--- config.mk ---
export PLATFORM = sky130hd
export DESIGN_NAME = control_unit
export DESIGN_NICKNAME = d
export VERILOG_FILES = /design/src/rtl/control_pkg.sv /design/src/rtl/control_unit_seq_counter.sv /design/src/rtl/control_unit.sv
export SDC_FILE = /design/constraint.sdc
export NUM_CORES = 1
export LEC_CHECK = 0
export CAP_MARGIN = 20
export CORE_MARGIN = 2
export CORE_UTILIZATION = 34
export DETAILED_ROUTE_END_ITERATION = 10
export PLACE_DENSITY = 0.74
export SLEW_MARGIN = 10
export SYNTH_ARGS = -nofsm -noshare
export SYNTH_HDL_FRONTEND = slang
export SYNTH_SLANG_ARGS = --single-unit
--- constraint.sdc ---
create_clock -name CLK -period 2.3 [get_ports CLK]
set_input_delay 0.46 -clock CLK [delete_from_list [all_inputs] [get_ports CLK]]
set_output_delay 0.46 -clock CLK [all_outputs]
set_load 0.02 [all_outputs]
--- src/rtl/control_pkg.sv ---
// Shared encodings for the basic-computer control unit: bus sources, ALU
// operations, opcodes, register-reference bit positions and T-states.
package control_pkg;

    typedef enum logic [2:0] {
        BUS_NONE = 3'd0,
        BUS_AR   = 3'd1,
        BUS_PC   = 3'd2,
        BUS_DR   = 3'd3,
        BUS_AC   = 3'd4,
        BUS_IR   = 3'd5,
        BUS_TR   = 3'd6,
        BUS_MEM  = 3'd7
    } bus_sel_t;

    typedef enum logic [2:0] {
        ALU_AND = 3'd0,
        ALU_ADD = 3'd1,
        ALU_DR  = 3'd2,
        ALU_CMA = 3'd3,
        ALU_CIR = 3'd4,
        ALU_CIL = 3'd5
    } alu_sel_t;

    typedef enum logic [2:0] {
        T0 = 3'd0,
        T1 = 3'd1,
        T2 = 3'd2,
        T3 = 3'd3,
        T4 = 3'd4,
        T5 = 3'd5,
        T6 = 3'd6,
        T_ILLEGAL = 3'd7
    } t_state_t;

    localparam logic [2:0] OP_AND    = 3'd0;
    localparam logic [2:0] OP_ADD    = 3'd1;
    localparam logic [2:0] OP_LDA    = 3'd2;
    localparam logic [2:0] OP_STA    = 3'd3;
    localparam logic [2:0] OP_BUN    = 3'd4;
    localparam logic [2:0] OP_BSA    = 3'd5;
    localparam logic [2:0] OP_ISZ    = 3'd6;
    localparam logic [2:0] OP_REGREF = 3'd7;

    localparam logic [3:0] RR_CLA = 4'd11;
    localparam logic [3:0] RR_CLE = 4'd10;
    localparam logic [3:0] RR_CMA = 4'd9;
    localparam logic [3:0] RR_CME = 4'd8;
    localparam logic [3:0] RR_CIR = 4'd7;
    localparam logic [3:0] RR_CIL = 4'd6;
    localparam logic [3:0] RR_INC = 4'd5;
    localparam logic [3:0] RR_SPA = 4'd4;
    localparam logic [3:0] RR_SNA = 4'd3;
    localparam logic [3:0] RR_SZA = 4'd2;
    localparam logic [3:0] RR_SZE = 4'd1;
    localparam logic [3:0] RR_HLT = 4'd0;
    localparam logic [3:0] RR_NONE = 4'd15;

    // Index of the most significant set bit; RR_NONE when no bit is set.
    function automatic logic [3:0] rr_highest(input logic [11:0] bits);
        logic [3:0] idx;
        idx = RR_NONE;
        for (int k = 0; k < 12; k++) begin
            if (bits[k]) idx = 4'(k);
        end
        return idx;
    endfunction

endpackage

--- src/rtl/control_unit_seq_counter.sv ---
// Sequence counter: synchronous clear has priority over increment; otherwise holds.
module seq_counter #(
    parameter int W = 3
) (
    input  logic         clk,
    input  logic         clr,
    input  logic         inc,
    output logic [W-1:0] count
);

    always_ff @(posedge clk) begin
        if (clr) begin
            count <= '0;
        end else if (inc) begin
            count <= count + W'(1);
        end
    end

endmodule

--- src/rtl/control_unit.sv ---
// Hardwired control unit: T0..T6 sequencing of fetch, decode, indirect and
// execute, decoding every datapath strobe from SC, I, D, HALTED and live inputs.
module control_unit
    import control_pkg::*;
#(
    parameter int DATA_W = 16,
    parameter int SC_W   = 3
) (
    input  logic              CLK,
    input  logic              RESET_N,
    input  logic [DATA_W-1:0] IR_IN,
    input  logic [DATA_W-1:0] AC_IN,
    input  logic              DR_ZERO,
    input  logic              E_IN,
    output logic              AR_RESET,
    output logic              AR_INC,
    output logic              AR_WRITE,
    output logic              PC_RESET,
    output logic              PC_INC,
    output logic              PC_WRITE,
    output logic              DR_RESET,
    output logic              DR_INC,
    output logic              DR_WRITE,
    output logic              AC_RESET,
    output logic              AC_INC,
    output logic              AC_WRITE,
    output logic              IR_RESET,
    output logic              IR_INC,
    output logic              IR_WRITE,
    output logic              TR_RESET,
    output logic              TR_INC,
    output logic              TR_WRITE,
    output logic [2:0]        BUS_SEL,
    output logic              MEM_READ,
    output logic              MEM_WRITE,
    output logic [2:0]        ALU_SEL,
    output logic              E_LOAD,
    output logic              E_CLR,
    output logic              E_CMP,
    output logic [SC_W-1:0]   SC_OUT,
    output logic              HALTED
);

    logic [SC_W-1:0] sc;
    logic            sc_clr;
    logic            sc_inc;
    logic            i_reg, i_next;
    logic [2:0]      d_reg, d_next;
    logic            halted_reg, halted_next;
    logic [3:0]      rr_idx;
    t_state_t        t_state;

    seq_counter #(.W(SC_W)) u_seq_counter (
        .clk   (CLK),
        .clr   (sc_clr),
        .inc   (sc_inc),
        .count (sc)
    );

    always_ff @(posedge CLK) begin
        if (!RESET_N) begin
            i_reg      <= 1'b0;
            d_reg      <= 3'd0;
            halted_reg <= 1'b0;
        end else begin
            i_reg      <= i_next;
            d_reg      <= d_next;
            halted_reg <= halted_next;
        end
    end

    assign t_state = t_state_t'(sc[2:0]);

    always_comb begin
        AR_RESET = 1'b0; AR_INC = 1'b0; AR_WRITE = 1'b0;
        PC_RESET = 1'b0; PC_INC = 1'b0; PC_WRITE = 1'b0;
        DR_RESET = 1'b0; DR_INC = 1'b0; DR_WRITE = 1'b0;
        AC_RESET = 1'b0; AC_INC = 1'b0; AC_WRITE = 1'b0;
        IR_RESET = 1'b0; IR_INC = 1'b0; IR_WRITE = 1'b0;
        TR_RESET = 1'b0; TR_INC = 1'b0; TR_WRITE = 1'b0;
        BUS_SEL   = BUS_NONE;
        MEM_READ  = 1'b0;
        MEM_WRITE = 1'b0;
        ALU_SEL   = ALU_AND;
        E_LOAD    = 1'b0;
        E_CLR     = 1'b0;
        E_CMP     = 1'b0;
        SC_OUT    = '0;
        HALTED    = 1'b0;
        sc_clr      = 1'b0;
        sc_inc      = 1'b1;
        i_next      = i_reg;
        d_next      = d_reg;
        halted_next = halted_reg;
        rr_idx      = rr_highest(IR_IN[11:0]);

        if (!RESET_N) begin
            // Reset wins over any in-flight T-state: only the *_RESET strobes go out.
            AR_RESET = 1'b1; PC_RESET = 1'b1; DR_RESET = 1'b1;
            AC_RESET = 1'b1; IR_RESET = 1'b1; TR_RESET = 1'b1;
            sc_clr   = 1'b1;
        end else if (halted_reg) begin
            HALTED = 1'b1;
            sc_clr = 1'b1;
        end else begin
            SC_OUT = sc;
            unique case (t_state)
                T0: begin
                    BUS_SEL  = BUS_PC;
                    AR_WRITE = 1'b1;
                end
                T1: begin
                    BUS_SEL  = BUS_MEM;
                    MEM_READ = 1'b1;
                    IR_WRITE = 1'b1;
                    PC_INC   = 1'b1;
                end
                T2: begin
                    BUS_SEL  = BUS_IR;
                    AR_WRITE = 1'b1;
                    i_next   = IR_IN[DATA_W-1];
                    d_next   = IR_IN[14:12];
                end
                T3: begin
                    if (d_reg == OP_REGREF) begin
                        sc_clr = 1'b1;
                        // I=1 with D=7 is the I/O group, treated as a NOP.
                        if (!i_reg) begin
                            case (rr_idx)
                                RR_CLA: AC_RESET = 1'b1;
                                RR_CLE: E_CLR = 1'b1;
                                RR_CMA: begin ALU_SEL = ALU_CMA; AC_WRITE = 1'b1; end
                                RR_CME: E_CMP = 1'b1;
                                RR_CIR: begin ALU_SEL = ALU_CIR; AC_WRITE = 1'b1; E_LOAD = 1'b1; end
                                RR_CIL: begin ALU_SEL = ALU_CIL; AC_WRITE = 1'b1; E_LOAD = 1'b1; end
                                RR_INC: AC_INC = 1'b1;
                                RR_SPA: PC_INC = ~AC_IN[DATA_W-1];
                                RR_SNA: PC_INC = AC_IN[DATA_W-1];
                                RR_SZA: PC_INC = (AC_IN == '0);
                                RR_SZE: PC_INC = ~E_IN;
                                RR_HLT: halted_next = 1'b1;
                                default: ;
                            endcase
                        end
                    end else if (i_reg) begin
                        BUS_SEL  = BUS_MEM;
                        MEM_READ = 1'b1;
                        AR_WRITE = 1'b1;
                    end
                end
                T4: begin
                    case (d_reg)
                        OP_AND, OP_ADD, OP_LDA, OP_ISZ: begin
                            BUS_SEL  = BUS_MEM;
                            MEM_READ = 1'b1;
                            DR_WRITE = 1'b1;
                        end
                        OP_STA: begin
                            BUS_SEL   = BUS_AC;
                            MEM_WRITE = 1'b1;
                            sc_clr    = 1'b1;
                        end
                        OP_BUN: begin
                            BUS_SEL  = BUS_AR;
                            PC_WRITE = 1'b1;
                            sc_clr   = 1'b1;
                        end
                        OP_BSA: begin
                            BUS_SEL   = BUS_PC;
                            MEM_WRITE = 1'b1;
                            AR_INC    = 1'b1;
                        end
                        default: sc_clr = 1'b1;
                    endcase
                end
                T5: begin
                    case (d_reg)
                        OP_AND, OP_ADD, OP_LDA: begin
                            ALU_SEL  = (d_reg == OP_AND) ? ALU_AND :
                                       (d_reg == OP_ADD) ? ALU_ADD : ALU_DR;
                            AC_WRITE = 1'b1;
                            E_LOAD   = (d_reg == OP_ADD);
                            sc_clr   = 1'b1;
                        end
                        OP_BSA: begin
                            BUS_SEL  = BUS_AR;
                            PC_WRITE = 1'b1;
                            sc_clr   = 1'b1;
                        end
                        OP_ISZ: DR_INC = 1'b1;
                        default: sc_clr = 1'b1;
                    endcase
                end
                T6: begin
                    sc_clr = 1'b1;
                    // DR_ZERO here reflects the value incremented during T5.
                    if (d_reg == OP_ISZ) begin
                        BUS_SEL   = BUS_DR;
                        MEM_WRITE = 1'b1;
                        PC_INC    = DR_ZERO;
                    end
                end
                default: sc_clr = 1'b1;
            endcase
        end
    end

endmodule
Word level (Yosys, flattened, before mapping)
Index checks and enable logic that the tools add are counted.

Output and inout bits: 33. Flip-flop bits (word level): 8.

Mux-type cells: 121. Add/subtract/negate cells: 1. Bitwise gates (word level): 3. Reductions and logical operators: 13. Equal/unequal tests: 24.

Operators with widths (number): 2-to-1 mux 1 bit (82); 2-to-1 mux 4 bit (12); 2-to-1 mux 3 bit (10); == test 3 bit (second input constant) (7); one-hot mux 3 bit (7 select lines) (1); == test 4 x 3 -> 1 bit (second input constant) (4); == test 4 bit (second input constant) (4); zero test 16 bit (1); == test 3 x 2 -> 1 bit (second input constant) (4); one-hot mux 3 bit (4 select lines) (1); one-hot mux 1 bit (2 select lines) (5); one-hot mux 3 bit (3 select lines) (1); OR reduction 3 bit (3); == test 4 x 2 -> 1 bit (second input constant) (2); 2-to-1 mux 2 bit (4); one-hot mux 1 bit (4 select lines) (2); == test 3 x 1 -> 1 bit (second input constant) (2); zero test 3 bit (2); one-hot mux 1 bit (3 select lines) (2); one-hot mux 3 bit (2 select lines) (1); OR reduction 2 bit (3); OR reduction 5 bit (1); == test 4 x 1 -> 1 bit (second input constant) (1); zero test 4 bit (1); other kinds (4) (6).

Depth between registers and ports, before layout
Gate-level depths: netlist of the first run.

Word-level depth: 20. Mapped depth: 9. Mapped depth without buffers: 8.

Cells and area by module
From an unflattened synthesis of the first run, not the netlist that was laid out.

Cell total of the unflattened synthesis: 169. Area, all modules: 1121.1 um^2.

Modules (own cells, without submodules): control_unit (cells an instance 158, sequential area each 100.1 um^2, times used 1, area each 999.7 um^2); seq_counter (cells an instance 11, sequential area each 60.1 um^2, times used 1, area each 121.4 um^2).

Least setup slack after synthesis of the first run
Ideal clock, no wire load.

Path kind: register -> output. Start: register u_seq_counter.count[2]. End: output port PC_INC. Setup slack: -0.288 ns. Stages on the path, launching flop included: 9. Arrival time: 2.128 ns. Cell sequence: dfxtp_1 -> clkbuf_1 -> inv_1 -> ha_1 -> nand4_1 -> nor4_4 -> and4b_1 -> a211oi_1 -> nor3_1.

Word-level cells in the longest chain between the ends: 4. Elaborated cells on any way between the ends: 6.

Ends and longest elaborated chain: start, declared (line control_unit_seq_counter.sv:8) `output logic [W-1:0] count`; start signal, assigned (line control_unit_seq_counter.sv:15) `count <= count + W'(1);`; == test 3 bit, or another cell as far along (line control_unit.sv:107) `unique case (t_state)`; one-hot mux 1 bit (3 select lines) * (line control_unit.sv:107); 2-to-1 mux 1 bit * (line control_unit.sv:102) `end else if (halted_reg) begin`; 2-to-1 mux 1 bit * (line control_unit.sv:97) `if (!RESET_N) begin`; end, declared (line control_unit.sv:19) `output logic PC_INC,`.

Every way passes the cells marked *; elsewhere a longest branch is shown, timed or not.

Worst setup path after layout of the first run
Start: input port IR_IN[0]. End: output port ALU_SEL[0].

Word-level cells in the longest chain between the ends: 19. Elaborated cells on any way between the ends: 21.

Ends and longest elaborated chain: start, declared (line control_unit.sv:11) `input logic [DATA_W-1:0] IR_IN,`; 2-to-1 mux 4 bit * (12 in a row) (line control_pkg.sv:64) `if (bits[k]) idx = 4'(k);`; == test 4 x 3 -> 1 bit / == test 4 bit (equally long branches) (line control_unit.sv:129) `case (rr_idx)`; one-hot mux 3 bit (3 select lines) * (line control_unit.sv:129); 2-to-1 mux 3 bit * (line control_unit.sv:128) `if (!i_reg) begin`; 2-to-1 mux 3 bit * (line control_unit.sv:125) `if (d_reg == OP_REGREF) begin`; one-hot mux 3 bit (2 select lines) * (line control_unit.sv:107); 2-to-1 mux 3 bit * (line control_unit.sv:102); 2-to-1 mux 3 bit * (line control_unit.sv:97); end, declared (line control_unit.sv:36) `output logic [2:0] ALU_SEL,`.

Marks and branches as above.

==> flow_metrics.py, run 1 <==
metrics = {
    "synthesis": {
        "yosys_warnings": 0,
        "synth.distinct_cells": 46,
        "synth_common_cells": "22 x nor2_1, 17 x nand2_1, 11 x inv_1, 11 x o21ai_0",
        "seq_area_frac_synth_pct": 14.08,
        "synth-edff-count": 0,
        "synthMostInstantiatedCell": "nor2_1",
        "synthArstFlopShare_pct": 0,
        "synthTopCellsByArea": "dfxtp_1 14%, nor2_1 7.3%, nand2_1 5.6%",
        "synth_cells": 170,
        "synth_area_um2": 1137,
        "synth_flop_cell": "dfxtp_1",
        "synth.avg_cell_area_um2": 6.690,
        "synth_top_cell_area_share_pct": 14.08,
        "yosys.area.top_type": "dfxtp_1",
        "synth.ff_latch_count": 8,
    },
    "global_route": {
        "grt_pass1_wl_um": 7348,
        "antenna_found_initial": 0,
        "grt_max_degree": 15,
        "grt_pass1_vias": 1604,
        "grt_overflow_total": 0,
        "globalRouteTotalUtil_pct": 25.46,
    },
    "layout": {
        "final_cells": 334,
        "finalNetCount": 333,
        "drive_gt1_share_pct": 48.62,
        "antenna_cells": 0,
        "nFillCells": 212,
        "syn_to_final_growth_pct": 117.8,
    },
    "placed_design": {
        "place_ws_ns": -1.019,
        "hpwl_um": 3454,
        "portBuffers": 65,
        "dp.cells": 317,
        "gp_congestion": 0.9002,
    },
    "drt": {
        "ant_nets": 0,
        "routed_wirelength_um": 5269,
        "drt_iter0_drc": 132,
        "dr.pass1.iters": 4,
        "vias_per_cell": 5.386,
        "route.vias.total": 1799,
        "drc": 0,
        "wl_per_cell_um": 15.78,
    },
    "critical_path": {
        "crit_buf_inv": 4,
        "slowest_delay_ns": 0.39,
        "critical_path_arrival_ns": 2.04,
        "critPathMostFrequentCell": "buf_4",
        "cp_top_family": "compound AO/OA/AOI/OAI gates",
        "r2r_start": "u_seq_counter.count[0]",
        "ff2ff_path_depth": 8,
        "startpoint_type": "input pin",
        "critical_path.cell_chain": "clkdlybuf4s15_2 -> nor2b_2 -> o311a_1 -> o22ai_4 -> buf_4 -> buf_4 -> nor2_1 -> nand2_1 -> o211ai_1 -> buf_4",
        "r2r_setup_slack_ns": 0.49,
        "r2r-end": "u_seq_counter.count[0]",
        "crit_slowest_cell": "o311a_1",
        "critPathKind": "input pin to output pin",
        "path_max_fanout": 3,
        "end_kind": "output pin",
        "cp.required_ns": 1.84,
    },
    "sta": {
        "hold_violations": 0,
        "postLayoutSetupSlackWorst_ns": -0.2033,
        "min_period_ns": 2.503,
        "finalClockSkew_ns": 0.0003317,
        "slew_violations": 0,
        "max_freq_ghz": 0.3995,
        "rsz0062_at_grt": "true",
        "period_share_pct": 108.8,
        "finalSetupViolCount": 10,
    },
    "outcome": {
        "status": "finished with violations",
        "failed_checks": "negative setup slack",
    },
    "clocking": {
        "numCtsBuffers": 3,
        "worstSkewPairLatency_ns": 0.24,
        "cts_root_buf": "clkbuf_4",
        "hold_buffers": 0,
        "cts_tree": "built",
        "ctsLongestPathBuffers": 2,
        "cts.sinks": 8,
        "cts_max_level": 1,
        "path_clk_slew_ns": 0.05,
    },
    "worst_hold_path": {
        "holdPathEnd": "u_seq_counter.count[0]",
        "hold_class": "flip-flop to flip-flop",
        "hp-start": "u_seq_counter.count[0]",
        "whs_path_depth": 2,
    },
    "floorplanning": {
        "core-area_um2": 3128,
        "start_util_pct": 36.36,
        "die_w_um": 61.84,
        "die_h_um": 61.84,
        "rows": 20,
        "die_area_um2": 3824,
        "io-pin-count": 69,
    },
    "power_and_ir_drop": {
        "p_per_area_nw_per_um2": 595.5,
        "ir_drop_mv": 0.5546,
        "power.leakage_uw": 0.001030,
    },
    "flow_run": {
        "max_cap_violations": 0,
    },
}
## final cells by class
class	count	area [um2]	share of cell area, %
Multi-Input combinational cell	139	1115	45.00
Timing Repair Buffer	129	1079	43.54
Sequential cell	8	162.7	6.566
Tap cell	44	55.05	2.222
Inverter	11	43.79	1.768
Clock buffer	3	22.52	0.9091
## worst register-to-register path: stages, from the launching register on
cell and delay [ns]:
dfxtp_2 0.34, buf_4 0.14, inv_2 0.06, ha_2 0.19, buf_6 0.13, a2111oi_0 0.47
nor3_1 0.08, o211ai_1 0.20, nor2_1 0.07
## per-layer routing
| metal | track usage, % | vias to the layer above | wire length, um |
|---|---|---|---|
| li1 | - | 856 | - |
| met5 | 0 | - | 0 |
| met4 | 11.25 | 0 | 188 |
| met2 | 45.86 | 83 | 2744 |
| met1 | 30.92 | 840 | 2062 |
| met3 | 1.656 | 20 | 273 |
## logic make-up after synthesis
logic type                 synth area share, %
other                                   0.3297
muxes                                    3.520
DFF                                      14.08
AOI/OAI and AO/OA                        25.30
and+or+nand+nor                          39.94
adders and majority gates                5.501
buffers and inverters                    10.56
xor gates and xnor gates                0.7702
## stage by stage
stage | TNS (ns) | hold WS [ns] | total power [uW] | utilization (%) | area, um2
floorplan | -0.2380 | 0.4332 | 695.5 | - | 1166
global placement | -11.82 | 0.5142 | 1160 | 69.32 | 2168
detailed placement | -12.35 | 0.5243 | 1173 | 69.32 | 2168
CTS | -0.5284 | 0.5459 | 1292 | 75.00 | 2346
global route | -1.945 | 0.5900 | 1583 | 79.20 | 2477
finish | -1.172 | 0.5728 | 1475 | 79.20 | 2477
## placed cells by master (no fill, tap or decap), types with 3 or more instances in the layout
master / Yosys / final
buf_4: 7 / 64
clkdlybuf4s50_1: 0 / 29
nor2_1: 22 / 20
nand2_1: 17 / 16
buf_6: 0 / 12
buf_2: 0 / 9
inv_1: 11 / 8
o21ai_0: 11 / 7
a21oi_1: 7 / 6
dfxtp_1: 8 / 6
nand3_1: 6 / 5
nor3_2: 0 / 5
dlygate4sd2_1: 0 / 5
nor4_4: 1 / 4
o21ai_1: 1 / 4
nor4_2: 1 / 4
mux2i_1: 4 / 4
ha_4: 0 / 4
clkbuf_2: 0 / 4
nand2b_1: 4 / 3
nor3_1: 9 / 3
a31oi_1: 4 / 3
o21a_1: 3 / 3
nor4_1: 9 / 3
conb_1: 1 / 3
clkbuf_4: 0 / 3
clkdlybuf4s15_2: 0 / 3
clkdlybuf4s15_1: 0 / 3
## power by group
part           total (uW)  internal [uW]  switching (uW)
Clock                 100           59.3            41.1
Sequential            200            172            27.2
Combinational        1180            579             597
## worst max-delay path by stage
stage                          from          to  slack, ns  depth (start not counted)
final                      IR_IN[0]  ALU_SEL[0]      -0.20                         10
after CTS                  IR_IN[0]      PC_INC      -0.17                          8
after global placement    IR_IN[11]      PC_INC      -0.99                          7
after floorplan           IR_IN[11]      AC_INC      -0.12                          4
after detailed placement  IR_IN[11]      PC_INC      -1.02                          7
after global routing       AC_IN[0]      PC_INC      -0.29                          7
## repair_timing
item,CTS,global route
resized for setup,158,40
pin swaps,19,12
buffers inserted,8,8
endpoints found under the setup margin,24,20
Power figures use the tool's default switching activity.
==> run 2, diff against run 1 <==
Settings changed: ABC_AREA set to 1.
==> run 2 against run 1 <==
  * The run still ends with negative setup slack left
  * Sequential cell count did not move
  * Combinational power barely moved
  * Setup slack gained 0.057 ns
  * Clock-buffer cell count unchanged
  * Synthesized cell count is 18% higher
  * Total power grew 5.1%
  * Critical path depth rose by 1
  * Largest power group unchanged
==> flow_metrics.py, run 2 <==
metrics = {
    "sta": {
        "hold_violations": 0,
        "max_freq_ghz": 0.4087,
        "finalSetupViolCount": 10,
        "whs_ns": 0.5275,
        "period_share_pct": 106.4,
        "finalClockSkew_ns": 0.002675,
        "tns_ns": -0.5261,
        "min_period_ns": 2.447,
        "postLayoutSetupSlackWorst_ns": -0.1467,
        "rsz0062_at_grt": "true",
        "slew_violations": 0,
    },
    "outcome": {
        "failed_checks": "negative setup slack",
        "status": "finished with violations",
    },
    "global_route": {
        "grt_pass1_wl_um": 6534,
        "grtUsageMet2_pct": 43.46,
        "grt_busiest_layer": "met2",
        "grt_pass1_vias": 1602,
        "use_met1_pct": 25.63,
        "grt_overflow_total": 0,
        "use_met3_pct": 2.941,
        "globalRouteTotalUtil_pct": 22.86,
        "antenna_found_initial": 0,
        "grt_max_degree": 14,
    },
    "synthesis": {
        "synth.distinct_cells": 30,
        "synth.ff_latch_count": 8,
        "synth_flop_cell": "dfxtp_1",
        "synthAdderAreaFrac_pct": 5.537,
        "synthMostInstantiatedCell": "nand2_1",
        "synth_compound_area_share_pct": 16.50,
        "synth-edff-count": 0,
        "seq_area_frac_synth_pct": 14.17,
        "synth.avg_cell_area_um2": 5.649,
        "synth_cells": 200,
        "synthArstFlopShare_pct": 0,
        "yosys.area.top_type": "dfxtp_1",
        "synth_area_um2": 1130,
        "synth_simple_gate_area_share_pct": 44.08,
        "synthTopCellsByArea": "dfxtp_1 14%, nand2_1 13%, inv_1 11%",
        "synth_common_cells": "38 x nand2_1, 32 x inv_1, 27 x nor2_1",
        "synth_top_family_by_area": "simple AND/OR/NAND/NOR gates",
        "synthMuxAreaShare_pct": 0,
        "synth_xor_area_share_pct": 0,
        "synth_top_cell_area_share_pct": 14.17,
        "yosys_warnings": 0,
    },
    "floorplanning": {
        "start_util_pct": 36.41,
        "die_h_um": 61.65,
        "rows": 20,
        "die_w_um": 61.65,
        "die_area_um2": 3800,
        "core-area_um2": 3103,
        "io-pin-count": 69,
    },
    "clocking": {
        "cts.sinks": 8,
        "ctsLongestPathBuffers": 2,
        "cts_tree": "built",
        "cts_max_level": 1,
        "path_clk_slew_ns": 0.06,
        "hold_buffers": 0,
        "cts_root_buf": "clkbuf_4",
        "numCtsBuffers": 3,
        "worstSkewPairLatency_ns": 0.27,
    },
    "critical_path": {
        "crit_end": "PC_INC",
        "critical_path_arrival_ns": 1.99,
        "ff2ff_path_depth": 9,
        "critPathKind": "input pin to output pin",
        "r2r_start": "u_seq_counter.count[1]",
        "startpoint_type": "input pin",
        "r2r-end": "halted_reg",
        "r2r_setup_slack_ns": 0.65,
        "path_max_fanout": 1,
        "crit_start": "AC_IN[2]",
        "cp.required_ns": 1.84,
        "end_kind": "output pin",
    },
    "worst_hold_path": {
        "hp-start": "i_reg",
        "hold_class": "flip-flop to flip-flop",
    },
    "drt": {
        "ant_nets": 0,
        "drc": 0,
        "wl_per_cell_um": 15.30,
        "route.vias.total": 1877,
        "dr.pass1.iters": 4,
        "routed_wirelength_um": 5754,
        "drt_iter0_drc": 116,
        "vias_per_cell": 4.992,
    },
    "power_and_ir_drop": {
        "ir_drop_mv": 0.6960,
        "p_total_uw": 1551,
        "p_per_area_nw_per_um2": 603.6,
        "power.leakage_uw": 0.001267,
    },
    "placed_design": {
        "hpwl_um": 3309,
        "gp_congestion": 0.9266,
        "place_ws_ns": -0.7562,
        "portBuffers": 65,
    },
    "layout": {
        "finalNetCount": 375,
        "drive_gt1_share_pct": 52.41,
        "antenna_cells": 0,
        "syn_to_final_growth_pct": 127.5,
        "fin_util_pct": 82.82,
        "final_cell_mix": "73 x buf_4, 24 x nand2_1, 23 x clkdlybuf4s50_1",
        "layout_commonest_cell": "buf_4",
    },
    "flow_run": {
        "max_cap_violations": 0,
    },
}
-- run 2: cell types whose count changed after synthesis, sizes merged, moves of 5 or more --
| cell | before | now |
|---|---|---|
| a21oi | 7 | 14 |
| clkbuf | 7 | 1 |
| inv | 11 | 42 |
| nand2 | 17 | 42 |
| nand3 | 6 | 13 |
| nor2 | 23 | 33 |
| nor4 | 11 | 5 |
| o21ai | 12 | 7 |
-- run 2: logic make-up (layout without fill, tap and decap cells) --
kind of cell | after synthesis | count (layout)
AND/OR/NAND/NOR | 107 | 107
AO/OA/AOI/OAI | 29 | 29
flip-flops | 8 | 8
adder cells (fa/ha/maj) | 5 | 5
buffers and inverters | 50 | 180
other | 1 | 3
-- run 2: worst min path at each step --
stage | slack (ns) | end | depth (start not counted)
6_report | 0.53 | i_reg | 2
5_1_grt | 0.55 | i_reg | 2
4_1_cts | 0.52 | i_reg | 2
3_5_place_dp | 0.51 | i_reg | 2
3_3_place_gp | 0.50 | i_reg | 2
2_1_floorplan | 0.43 | u_seq_counter.count[0] | 1
-- run 2: area by class of cell --
cell class	count	area (um2)
inverters	42	170.2
flip-flops and latches	8	165.2
well taps	44	55.05
clock buffers	3	22.52
multi-input cells	144	1013
repair buffers	135	1144
fillers	201	533.0
-- run 2: per-layer routing --
metal | vias to the layer above | share of wire, % | routed length [um]
met5 | - | 0 | 0
met4 | 0 | 2.7 | 157
met3 | 16 | 5.3 | 307
met2 | 95 | 55 | 3149
met1 | 867 | 37 | 2139
li1 | 899 | - | -
-- run 2: repair_timing --
action / in CTS / in global routing
endpoints found under the setup margin: 25 / 20
pin swaps: 18 / 36
resized for setup: 134 / 74
buffers inserted: 5 / 8
-- run 2: metrics by stage --
| step | std cells | instance area [um2] |
|---|---|---|
| finish | 376 | 2570 |
| global route | 376 | 2570 |
| CTS | 368 | 2287 |
| detailed placement | 360 | 2215 |
| global placement | 360 | 2215 |
| floorplan | 202 | 1137 |
-- run 2: report_power, final --
part	internal (uW)	switching, uW
Combinational	575	628
Clock	60.3	56.2
Sequential	188	43.5
-- run 2: worst max-delay path: stages --
cell	delay, ns
clkdlybuf4s50_1	0.45
nor4_2	0.34
nand2_1	0.11
nor2_2	0.10
nand4_1	0.10
nand3_1	0.09
nand2_1	0.05
nand2_1	0.05
nand2_1	0.04
nand2_1	0.07
buf_6	0.11
==> run 3, diff against run 2 <==
Settings changed: CORE_UTILIZATION 34 to 37, PLACE_DENSITY 0.74 to 0.77.
Clock period 2.3 ns to 2.7 ns, I/O delays scaled along.
==> run 3 against run 2 <==
  * First-iteration DRC count is 59% lower
  * Highest routed layer unchanged
  * The flow now finishes without violations
  * Clock power is 21% lower
  * Combinational power is 45% lower
  * Core utilization is 11 points lower
  * Largest cell class unchanged
==> flow_metrics.py, run 3 (synthesized netlist as in run 2, its figures left out) <==
metrics = {
    "critical_path": {
        "critical_path_arrival_ns": 2.05,
        "startpoint_type": "input pin",
        "end_kind": "output pin",
        "crit_slowest_cell": "clkdlybuf4s50_1",
        "slowest_delay_ns": 0.50,
        "crit_start": "RESET_N",
        "cp.required_ns": 2.16,
        "ff2ff_path_depth": 8,
        "r2r_start": "u_seq_counter.count[0]",
        "critPathKind": "input pin to output pin",
        "critical_path.cell_chain": "clkdlybuf4s50_1 -> inv_2 -> nor2_2 -> inv_2 -> a21oi_4 -> inv_2 -> nor3_4 -> inv_2 -> o211ai_2 -> buf_6",
        "path_max_fanout": 3,
        "critPathMostFrequentCell": "inv_2",
    },
    "floorplanning": {
        "die_h_um": 59.26,
        "die_w_um": 59.26,
        "die_area_um2": 3512,
        "rows": 20,
        "start_util_pct": 37.94,
        "core-area_um2": 2978,
        "io-pin-count": 69,
    },
    "clocking": {
        "path_clk_slew_ns": 0.05,
        "cts_max_level": 1,
        "worstSkewPairLatency_ns": 0.25,
        "cts_tree": "built",
        "cts.sinks": 8,
        "ctsLongestPathBuffers": 2,
        "numCtsBuffers": 3,
        "hold_buffers": 0,
        "cts_root_buf": "clkbuf_4",
    },
    "drt": {
        "routed_wirelength_um": 3780,
        "drt_iter0_drc": 47,
        "dr.pass1.iters": 4,
        "route.vias.total": 1609,
        "vias_per_cell": 4.817,
        "wl_met2_um": 2048,
        "met3_length_um": 255,
        "wl_per_cell_um": 11.32,
        "top_layer": "met4",
        "ant_nets": 0,
        "met1_length_um": 1466,
        "drc": 0,
    },
    "layout": {
        "layout_commonest_cell": "buf_4",
        "drive_gt1_share_pct": 31.89,
        "finalNetCount": 344,
        "syn_to_final_growth_pct": 90.59,
        "design_area_um2": 2153,
        "antenna_cells": 0,
        "final_cell_mix": "40 x buf_4, 32 x nand2_1, 29 x clkdlybuf4s50_1",
    },
    "sta": {
        "finalClockSkew_ns": 0.001085,
        "whs_ns": 0.4956,
        "tns_ns": 0,
        "period_share_pct": 95.82,
        "finalSetupViolCount": 0,
        "slew_violations": 0,
        "hold_violations": 0,
        "min_period_ns": 2.587,
        "max_freq_ghz": 0.3865,
    },
    "power_and_ir_drop": {
        "power.leakage_uw": 0.001192,
        "ir_drop_mv": 0.3948,
        "p_per_area_nw_per_um2": 440.7,
    },
    "flow_run": {
        "max_cap_violations": 0,
    },
    "placed_design": {
        "place_area_um2": 2021,
        "portBuffers": 65,
        "hpwl_um": 3000,
        "gp_congestion": 0.9098,
    },
    "worst_hold_path": {
        "hp-start": "d_reg[1]",
        "hold_class": "flip-flop to flip-flop",
        "whs_path_depth": 2,
    },
    "global_route": {
        "antenna_found_initial": 0,
        "grt_pass1_vias": 1446,
        "globalRouteTotalUtil_pct": 21.04,
        "grt_max_degree": 14,
        "grt_overflow_total": 0,
        "grt_pass1_wl_um": 5796,
    },
    "outcome": {
        "status": "completed",
    },
}
-- run 3: final timing paths --
path,endpoint,slack [ns]
max,ALU_SEL[0],0.11
min,d_reg[1],0.50
max reg2reg,u_seq_counter.count[0],1.22
min reg2reg,d_reg[1],0.50
-- run 3: report_power, final --
| group | switching, uW | leakage, uW | internal, uW |
|---|---|---|---|
| clock network | 41.1 | 0.0000138 | 50.9 |
| logic | 361 | 0.00111 | 304 |
| registers | 34.4 | 0.0000659 | 158 |
-- run 3: worst max-delay path, delay by kind of cell --
family	cells	cell delay (ns)
buf+inv	6	0.90
compound gates	2	0.31
simple gates	2	0.31
-- run 3: stage by stage --
| step | setup slack, ns | util, % | total power (uW) | cells |
|---|---|---|---|---|
| after detailed placement | -0.5070 | 67.86 | 864.4 | 325 |
| after floorplan | 0.4158 | - | 560.3 | 202 |
| final | 0.1127 | 72.31 | 949.0 | 334 |
| after CTS | -0.05648 | 68.24 | 934.4 | 330 |
| after global placement | -0.4912 | 67.86 | 855.7 | 325 |
| after global routing | -0.01844 | 72.31 | 1037 | 334 |
-- run 3: repair_timing --
action,CTS,global route
gates resized for setup,60,37
pin swaps,6,20
endpoints found under the setup margin,21,14
buffers inserted,2,4
-- run 3: layer usage --
layer / vias to the layer above / track usage, %
met1: 709 / 23.08
li1: 840 / -
met3: 2 / 3.712
met4: 0 / 4.870
met2: 58 / 40.97
met5: - / 0
-- run 3: layout make-up --
class,count,area (um2)
timing repair buffer,104,940.9
fill,267,824.5
multi-input combinational,144,823.3
sequential,8,162.7
inverter,42,162.7
tap,33,41.29
clock buffer,3,22.52
